===== config.mk =====
export PLATFORM = sky130hd
export DESIGN_NAME = pll_loop_filter
export DESIGN_NICKNAME = d
export VERILOG_FILES = /design/src/rtl/pll_loop_filter.sv
export SDC_FILE = /design/constraint.sdc
export NUM_CORES = 2
export LEC_CHECK = 0
export ABC_AREA = 1
export CORE_ASPECT_RATIO = 1.2
export CORE_MARGIN = 5
export CORE_UTILIZATION = 40
export DETAILED_ROUTE_END_ITERATION = 10
export SLEW_MARGIN = 30
export SYNTH_ARGS = -nofsm -noshare
export SYNTH_HDL_FRONTEND = slang
export SYNTH_SLANG_ARGS = --single-unit

===== constraint.sdc =====
create_clock -name clk -period 11.52 [get_ports clk]
set_clock_uncertainty 0.05 [all_clocks]
set_input_delay 2.304 -clock clk [delete_from_list [all_inputs] [get_ports clk]]
set_output_delay 2.304 -clock clk [all_outputs]
set_load 0.05 [all_outputs]

===== src/rtl/pll_loop_filter.sv =====
// PI loop filter for the external PLL path: ADC sample error -> saturating P+I
// correction offset to DAC midscale, one sample in flight over a 6-state sequence.
module pll_loop_filter #(
    parameter int ADC_WIDTH  = 16,
    parameter int DAC_WIDTH  = 16,
    parameter int GAIN_WIDTH = 16,
    parameter int FRAC_BITS  = 12,
    parameter int ACC_WIDTH  = 40
) (
    input  logic                  clk,
    input  logic                  areset,
    input  logic                  enable,
    input  logic                  sample_valid,
    input  logic [ADC_WIDTH-1:0]  sample_in,
    input  logic [ADC_WIDTH-1:0]  setpoint,
    input  logic [GAIN_WIDTH-1:0] kp,
    input  logic [GAIN_WIDTH-1:0] ki,
    output logic [DAC_WIDTH-1:0]  dac_code,
    output logic                  dac_valid,
    output logic                  busy,
    output logic                  integ_sat,
    output logic                  out_clamped,
    output logic [7:0]            overrun_count
);

    localparam int ERR_W  = ADC_WIDTH + 1;
    localparam int PROD_W = ADC_WIDTH + GAIN_WIDTH + 1;
    localparam int SUM_W  = ACC_WIDTH + 2;

    localparam logic [DAC_WIDTH-1:0] DAC_MID = {1'b1, {(DAC_WIDTH-1){1'b0}}};
    localparam logic [SUM_W-1:0]     SUM_MID = {{(SUM_W-DAC_WIDTH){1'b0}}, DAC_MID};
    localparam logic [ACC_WIDTH-1:0] ACC_MAX = {1'b0, {(ACC_WIDTH-1){1'b1}}};
    localparam logic [ACC_WIDTH-1:0] ACC_MIN = {1'b1, {(ACC_WIDTH-1){1'b0}}};

    typedef enum logic [2:0] {IDLE, ERR, MUL, ACC, SUM, OUT} state_t;

    state_t                 state_q, state_d;
    logic [ADC_WIDTH-1:0]   sample_q, sample_d;
    logic [ADC_WIDTH-1:0]   setpoint_q, setpoint_d;
    logic [GAIN_WIDTH-1:0]  kp_q, kp_d;
    logic [GAIN_WIDTH-1:0]  ki_q, ki_d;
    logic [ERR_W-1:0]       err_q, err_d;
    logic [ACC_WIDTH-1:0]   p_q, p_d;
    logic [ACC_WIDTH-1:0]   iterm_q, iterm_d;
    logic [ACC_WIDTH-1:0]   integ_q, integ_d;
    logic [DAC_WIDTH-1:0]   dac_code_q, dac_code_d;
    logic                   dac_valid_q, dac_valid_d;
    logic                   busy_q, busy_d;
    logic                   integ_sat_q, integ_sat_d;
    logic                   out_clamped_q, out_clamped_d;
    logic [7:0]             overrun_q, overrun_d;

    logic signed [PROD_W-1:0]  err_ext, kp_ext, ki_ext, p_full, i_full;
    logic signed [ACC_WIDTH:0] acc_sum;
    logic signed [SUM_W-1:0]   pi_sum, u_val;

    always_comb begin
        state_d       = state_q;
        sample_d      = sample_q;
        setpoint_d    = setpoint_q;
        kp_d          = kp_q;
        ki_d          = ki_q;
        err_d         = err_q;
        p_d           = p_q;
        iterm_d       = iterm_q;
        integ_d       = integ_q;
        dac_code_d    = dac_code_q;
        dac_valid_d   = 1'b0;
        integ_sat_d   = integ_sat_q;
        out_clamped_d = out_clamped_q;
        overrun_d     = overrun_q;

        err_ext = signed'({{GAIN_WIDTH{err_q[ERR_W-1]}}, err_q});
        kp_ext  = signed'({{(ADC_WIDTH+1){1'b0}}, kp_q});
        ki_ext  = signed'({{(ADC_WIDTH+1){1'b0}}, ki_q});
        p_full  = err_ext * kp_ext;
        i_full  = err_ext * ki_ext;
        acc_sum = signed'({integ_q[ACC_WIDTH-1], integ_q}) + signed'({iterm_q[ACC_WIDTH-1], iterm_q});
        pi_sum  = signed'({{2{p_q[ACC_WIDTH-1]}}, p_q}) + signed'({{2{integ_q[ACC_WIDTH-1]}}, integ_q});
        u_val   = (pi_sum >>> FRAC_BITS) + signed'(SUM_MID);

        if (sample_valid && state_q != IDLE && overrun_q != 8'hFF)
            overrun_d = overrun_q + 8'd1;

        case (state_q)
            IDLE: begin
                if (!enable) begin
                    integ_d    = '0;
                    dac_code_d = DAC_MID;
                end else if (sample_valid) begin
                    sample_d   = sample_in;
                    setpoint_d = setpoint;
                    kp_d       = kp;
                    ki_d       = ki;
                    state_d    = ERR;
                end
            end
            ERR: begin
                err_d   = {1'b0, sample_q} - {1'b0, setpoint_q};
                state_d = MUL;
            end
            MUL: begin
                p_d     = {{(ACC_WIDTH-PROD_W){p_full[PROD_W-1]}}, p_full};
                iterm_d = {{(ACC_WIDTH-PROD_W){i_full[PROD_W-1]}}, i_full};
                state_d = ACC;
            end
            ACC: begin
                // Overflow shows as the top two bits of the widened sum disagreeing.
                integ_sat_d = acc_sum[ACC_WIDTH] != acc_sum[ACC_WIDTH-1];
                if (!integ_sat_d)
                    integ_d = acc_sum[ACC_WIDTH-1:0];
                else if (acc_sum[ACC_WIDTH])
                    integ_d = ACC_MIN;
                else
                    integ_d = ACC_MAX;
                state_d = SUM;
            end
            SUM: begin
                // Registered here so dac_code/dac_valid are visible during OUT.
                out_clamped_d = 1'b1;
                if (u_val[SUM_W-1])
                    dac_code_d = '0;
                else if (u_val[SUM_W-2:DAC_WIDTH] != '0)
                    dac_code_d = '1;
                else begin
                    dac_code_d    = u_val[DAC_WIDTH-1:0];
                    out_clamped_d = 1'b0;
                end
                dac_valid_d = 1'b1;
                state_d     = OUT;
            end
            OUT:     state_d = IDLE;
            default: state_d = IDLE;
        endcase

        busy_d = state_d != IDLE;
    end

    always_ff @(posedge clk or posedge areset) begin
        if (areset) begin
            state_q       <= IDLE;
            sample_q      <= '0;
            setpoint_q    <= '0;
            kp_q          <= '0;
            ki_q          <= '0;
            err_q         <= '0;
            p_q           <= '0;
            iterm_q       <= '0;
            integ_q       <= '0;
            dac_code_q    <= DAC_MID;
            dac_valid_q   <= 1'b0;
            busy_q        <= 1'b0;
            integ_sat_q   <= 1'b0;
            out_clamped_q <= 1'b0;
            overrun_q     <= '0;
        end else begin
            state_q       <= state_d;
            sample_q      <= sample_d;
            setpoint_q    <= setpoint_d;
            kp_q          <= kp_d;
            ki_q          <= ki_d;
            err_q         <= err_d;
            p_q           <= p_d;
            iterm_q       <= iterm_d;
            integ_q       <= integ_d;
            dac_code_q    <= dac_code_d;
            dac_valid_q   <= dac_valid_d;
            busy_q        <= busy_d;
            integ_sat_q   <= integ_sat_d;
            out_clamped_q <= out_clamped_d;
            overrun_q     <= overrun_d;
        end
    end

    assign dac_code      = dac_code_q;
    assign dac_valid     = dac_valid_q;
    assign busy          = busy_q;
    assign integ_sat     = integ_sat_q;
    assign out_clamped   = out_clamped_q;
    assign overrun_count = overrun_q;

endmodule


After elaboration in Yosys (flattened, before gate mapping)
Cells that the tools add are included.
{"block": "classes", "n_eq_ne": 7, "shift": 0, "div_mod_pow": 0, "n_lt_le_gt_ge": 0, "n_addsub": 5, "reduce_logical": 11, "n_mul": 2, "bitwise": 0, "mux": 14}
{"op": "$mux W40", "count": 3}
{"op": "$pmux W40 S2", "count": 1}
{"op": "$mul A17 B17 Y33", "count": 2}
{"op": "$mux W16", "count": 3}
{"op": "$add A33 B40 Y41", "count": 1}
{"op": "$add A40 B33 Y41", "count": 1}
{"op": "$pmux W16 S2", "count": 1}
{"op": "$add A29 B17 Y30 const B", "count": 1}
{"op": "$reduce_bool A25 Y1", "count": 1}
{"op": "$sub A16 B16 Y17", "count": 1}
{"op": "$pmux W3 S5", "count": 1}
{"op": "$add A8 B1 Y8 const B", "count": 1}
{"op": "$ne A8 B8 Y1 const B", "count": 1}
{"op": "$eq A3 B2 Y1 const B", "count": 2}
{"op": "$mux W3", "count": 2}
{"op": "$reduce_bool A3 Y1", "count": 2}
{"op": "$reduce_and A2 Y1", "count": 2}
{"op": "$reduce_bool A2 Y1", "count": 2}
{"op": "$eq A3 B1 Y1 const B", "count": 1}
{"op": "$eq A3 B3 Y1 const B", "count": 1}
{"op": "$logic_not A3 Y1", "count": 1}
{"op": "$mux W1", "count": 3}
{"op": "$reduce_and A3 Y1", "count": 1}
{"op": "$logic_and A1 B1 Y1", "count": 2}
{"op": "2 further kinds", "count": 2}
{"block": "word_totals", "wordCells": 54, "in_bits": 68, "reg_bits": 218, "output_inout_bits": 28, "mem_count": 0, "mem_bits_ro": 0, "latchBits": 0, "ram_bits": 0}

Depth between registers and ports, before layout
{"block": "depth", "ltp_word": 6, "depth_mapped": 32, "depth_no_buf": 30}

Worst setup path after synthesis
OpenSTA, ideal clock, no wires.
{"block": "synth_path", "kind": "reg2reg", "start": "register err_q[16]", "end": "register, netlist name iterm_q[32]", "slack_ps": 5640, "stages_incl_launch_ff": 25, "synth_period_minus_slack_ps": 5880, "arrival_ps": 5697, "path_buffers": 2, "path_cell_list": "dfrtp_1 clkbuf_1 clkbuf_1 nand2_1 inv_1 fa_1 inv_1 fa_1 inv_1 fa_1 fa_1 fa_1 inv_1 fa_1 inv_1 ha_1 nand2_1 o21ai_0 a21oi_1 nand3_1 nand3_1 nand2_1 a211oi_1 xnor2_1 o21ai_0"}
{"block": "synth_between", "elab_chain_len": 1}
{"item": "start, declared", "line": "42", "source": "logic [ERR_W-1:0] err_q, err_d;"}
{"item": "start signal, assigned", "line": "162", "source": "err_q <= err_d;"}
{"item": "$mul A17 B17 Y33", "line": "77", "source": "i_full = err_ext * ki_ext;"}
No other way between the ends.
A chain may end at the register's enable or synchronous reset.

Final worst setup path
{"block": "layout_path", "start": "register err_q[7]", "end": "register iterm_q[31]"}
{"block": "layout_between", "elab_chain_len": 1}
{"item": "$mul A17 B17 Y33", "line": "77"}
{"item": "end signal, assigned", "line": "164", "source": "iterm_q <= iterm_d;"}
{"item": "end, declared", "line": "44", "source": "logic [ACC_WIDTH-1:0] iterm_q, iterm_d;"}
No other way between the ends.

==> metrics.sh <==
FIRST_GLOBAL_VIAS=29780
TYPE_OF_THE_SETUP_PATH_WITH_THE_LEAST_SLACK='flip-flop to flip-flop'
CLKLATENCYLATEPIN_NS=0.58
FLOORPLAN.INITIALDENSITY=0.4016
GRT_PASS1_WL_UM=156600
POST_SYNTH_INSTANCE_AREA_UM2=35760
VIAS=28320
FINISH.NET_COUNT=5530
YS_TOP_CELLS_BY_AREA='fa_1, dfrtp_1, nand2_1'
DIE_W_UM=283.0
MAXIMUM_NUMBER_OF_PINS_ON_ONE_NET_BEFORE_GLOBAL_ROUTE_REPAIR=111
YS_FF_LATCH=218
SYNTH_EDF_COUNT=0
GROUTE.USAGE.OVERALL=0.2013
STARTPOINT_CLASS_OF_THE_CRITICAL_PATH='flip-flop'
N_FILL_CELL=9104
REQ_TIME_CRIT_PATH_NS=11.96
SYNTHESIS.AREA_PER_INSTANCE_UM2=7.662
POST-SYNTH-TOP-AREA-FRACTION=0.3079
DP.CELLS=5776
YOSYSSEQAREASHARE=0.1526
CTS_TREE='done'
POST-ROUTE-UTIL=0.4348
DETAIL_ROUTE.VIAS_PER_CELL=4.859
PLACEMENTROWS=120
FIN_CRIT_SH=0.5608
MAX_CAP_VIOLATIONS=0
LAYOUT-DRIVE-GT1-SHARE=0.04733
FLOORPLAN.DIE.HEIGHT_UM=337.5
FINAL_MAX_SLEW_VIOL_COUNT=0
DIE_AREA_UM2=95510
PORT-BUFFER-COUNT=95
FIN_SETUP_TNS_NS=0
GP_CONGESTION=0.8972
CTSHTREEMAXLEVEL=1
DP_HPWL_UM=76880
DETAIL_ROUTE.DRC_VIOLATIONS=0
CRITPATHCAPTURETYPE='flip-flop'
MOST_USED_CELL_CP='fa_1'
NUM_IO_PINS=96
CTS_MADE_BUFFERS=28
AVGROUTEDWIREPERCELL_UM=16.36
TIMING.FINAL.HOLD_VIOLATIONS=0
AREA_OF_THE_MULTI_INPUT_GATES_UM2=25280
DETAIL_ROUTE.ITER0.VIOLATIONS=1482
WORST_SLEW_MARGIN_REL=0.4038
POST_CTS.REPAIR.SETUP_BUFFERS=0
CTS.ROOT.BUFFER_CELL='clkbuf_16'
TIMING.CRITICAL_PATH.FANOUT_MAX=26
TOTALWIRELENGTH_UM=95340
CLOCK-SINKS=218
SYNTH_FP_NETS=5550
WORST_PATH_MAX_DELAY_CELL='fa_1'
SYNTHARSTFLOPSHARE=1.000
DIODES=0
STATUS='completed'
HOLD_PATH_CLASS='flip-flop to flip-flop'
SYNTH_TOP_FLOP_CELL='dfrtp_1'
UNREPAIRED_SETUP_ENDPOINTS_AFTER_GLOBAL_ROUTING='false'
FIN_CELLS=5828
POST_SYNTH_INST_COUNT=4667
CORE-AREA_UM2=89040
SYNTH.LIB_CELLS_USED.DISTINCT=50
TIGHTEST_SLEW_NS=0.8944
CRIT_ARRIVAL_NS=6.90
POST_CTS_RESIZE_COUNT=0
DETAIL_ROUTE.FIRST_PASS.ITERATIONS=5
CLK_TRANSITION_REPORTED_PATHS_NS=0.06
POST-ROUTE-MIN-PERIOD_NS=6.461
AREA_GROWTH_SYN_TO_LAYOUT_PCT=8.254
YOSYSTOPAREACELL='fa_1'
SETUP_VIOL=0
SYNTH-WARNING-COUNT=0
ANTENNA_VIOLATIONS_BEFORE_REPAIR=0
MAX_FREQ_MHz=154.8
GRT_OVERFLOW_TOTAL=0
NUMBER_OF_ANTENNA_VIOLATING_NETS_IN_THE_ROUTED_DESIGN=0
POST_CTS_HOLD_BUFFER_COUNT=0
FINAL-SEQ-AREA_UM2=5458
LIST_OF_CELLS_TRAVERSED_BY_THE_CRITICAL_PATH='buf_4 -> nand2_1 -> fa_1 -> inv_1 -> fa_1 -> inv_1 -> fa_1 -> inv_1 -> fa_1 -> fa_1 -> inv_1 -> fa_1 -> inv_1 -> ha_1 -> nand2_1 -> nor4_1 -> nand4_1 -> nand3_1 -> nand2_1 -> o211ai_1 -> a221oi_1 -> xor2_1 -> o21ai_0'
SLOWEST_DELAY_NS=0.56
CTS_BUFFER_DEPTH=3
## stage by stage
stage	area, um^2	hold slack (ns)	setup slack [ns]
2_1_floorplan	35760	0.3983	3.203
3_3_place_gp	37740	0.4118	5.059
3_5_place_dp	37740	0.4110	5.003
4_1_cts	38710	0.4231	4.976
5_1_grt	38710	0.4271	4.511
6_report	38710	0.4195	5.059
## sequential cells by signal (all words and copies together) (netlist names)
| signal | cells |
|---|---|
| p_q | 33 |
| overrun_count | 8 |
| integ_sat | 1 |
| state_q | 3 |
| integ_q | 40 |
| err_q | 17 |
| kp_q | 16 |
| busy | 1 |
| dac_code | 16 |
| sample_q | 16 |
| dac_valid | 1 |
| setpoint_q | 16 |
| out_clamped | 1 |
| ki_q | 16 |
| iterm_q | 33 |
## cells in the mapped netlist (3+ instances only)
cell and number:
nand2_1 1231, inv_1 1153, fa_1 550, ha_1 265, dfrtp_1 217, nor2_1 178
o21ai_0 177, a21oi_1 175, clkbuf_1 172, nand3_1 141, xor2_1 72, xnor2_1 59
mux2_2 48, nand2_2 30, nor3_1 21, a31oi_1 17, or2_2 17, nor2_2 15
o21bai_1 14, a21boi_0 12, nand4_1 12, nor4_1 11, a21o_1 9, inv_2 9
o21a_1 8, nand3b_1 7, o2111ai_1 5, o211ai_1 5, nand3_2 4, nor2_4 4
a221oi_1 3, clkinv_1 3, o31ai_1 3
## layer usage
metal / GRT usage / routed length (um) / vias up
met5: 0 / 0 / -
met4: 0.06009 / 3383 / 0
met3: 0.01888 / 3561 / 135
met2: 0.3666 / 47110 / 589
met1: 0.2557 / 41290 / 13810
li1: - / - / 13790
## cells in the final DEF (no fill, tap or decap), types with 21 or more instances in the layout
cell type	n
nand3_1	141
nand2_2	30
a21oi_1	175
clkdlybuf4s50_1	95
dfrtp_1	216
ha_1	265
o21ai_0	177
xor2_1	72
xnor2_1	59
buf_4	28
clkbuf_16	29
nor2_1	176
fa_1	550
mux2_2	48
nand2_1	1230
nor3_1	21
inv_1	1150
## final cells by class
class,instances,area share
multi-input combinational,3110,0.6531
clock inverter,16,0.004848
timing repair buffer,124,0.03028
inverter,1165,0.1132
tap,1159,0.03746
sequential,218,0.1410
clock buffer,36,0.02020
## worst max-delay path, delay by kind of cell (launching register included)
| kind | cells | cell delay, ns |
|---|---|---|
| compound gates | 3 | 0.41 |
| xor+xnor | 1 | 0.16 |
| fa+ha+maj | 7 | 3.36 |
| buf+inv | 6 | 0.69 |
| flops | 1 | 0.53 |
| simple gates | 6 | 1.12 |
## cell families after synthesis
| kind of cell | synth area share |
|---|---|
| AND/OR/NAND/NOR | 0.1926 |
| buffers and inverters | 0.1408 |
| adder cells (fa/ha/maj) | 0.4006 |
| AO/OA/AOI/OAI | 0.06620 |
| flip-flops | 0.1526 |
| XOR/XNOR | 0.03208 |
| multiplexers | 0.01511 |
## final timing paths
check	from	end	slack (ns)	cells after the start
worst min register to register	dac_code[15]	dac_code[15]	0.42	2
worst max register to register	err_q[7]	iterm_q[31]	5.06	23
max in group asynchronous	areset	err_q[3]	7.78	3
min in group asynchronous	areset	iterm_q[6]	2.21	2
worst max-delay path	err_q[7]	iterm_q[31]	5.06	23
worst min-delay path	dac_code[15]	dac_code[15]	0.42	2
Power is not shown: default switching activity piles up to over one toggle a cycle in this logic, so the estimate is an artifact.
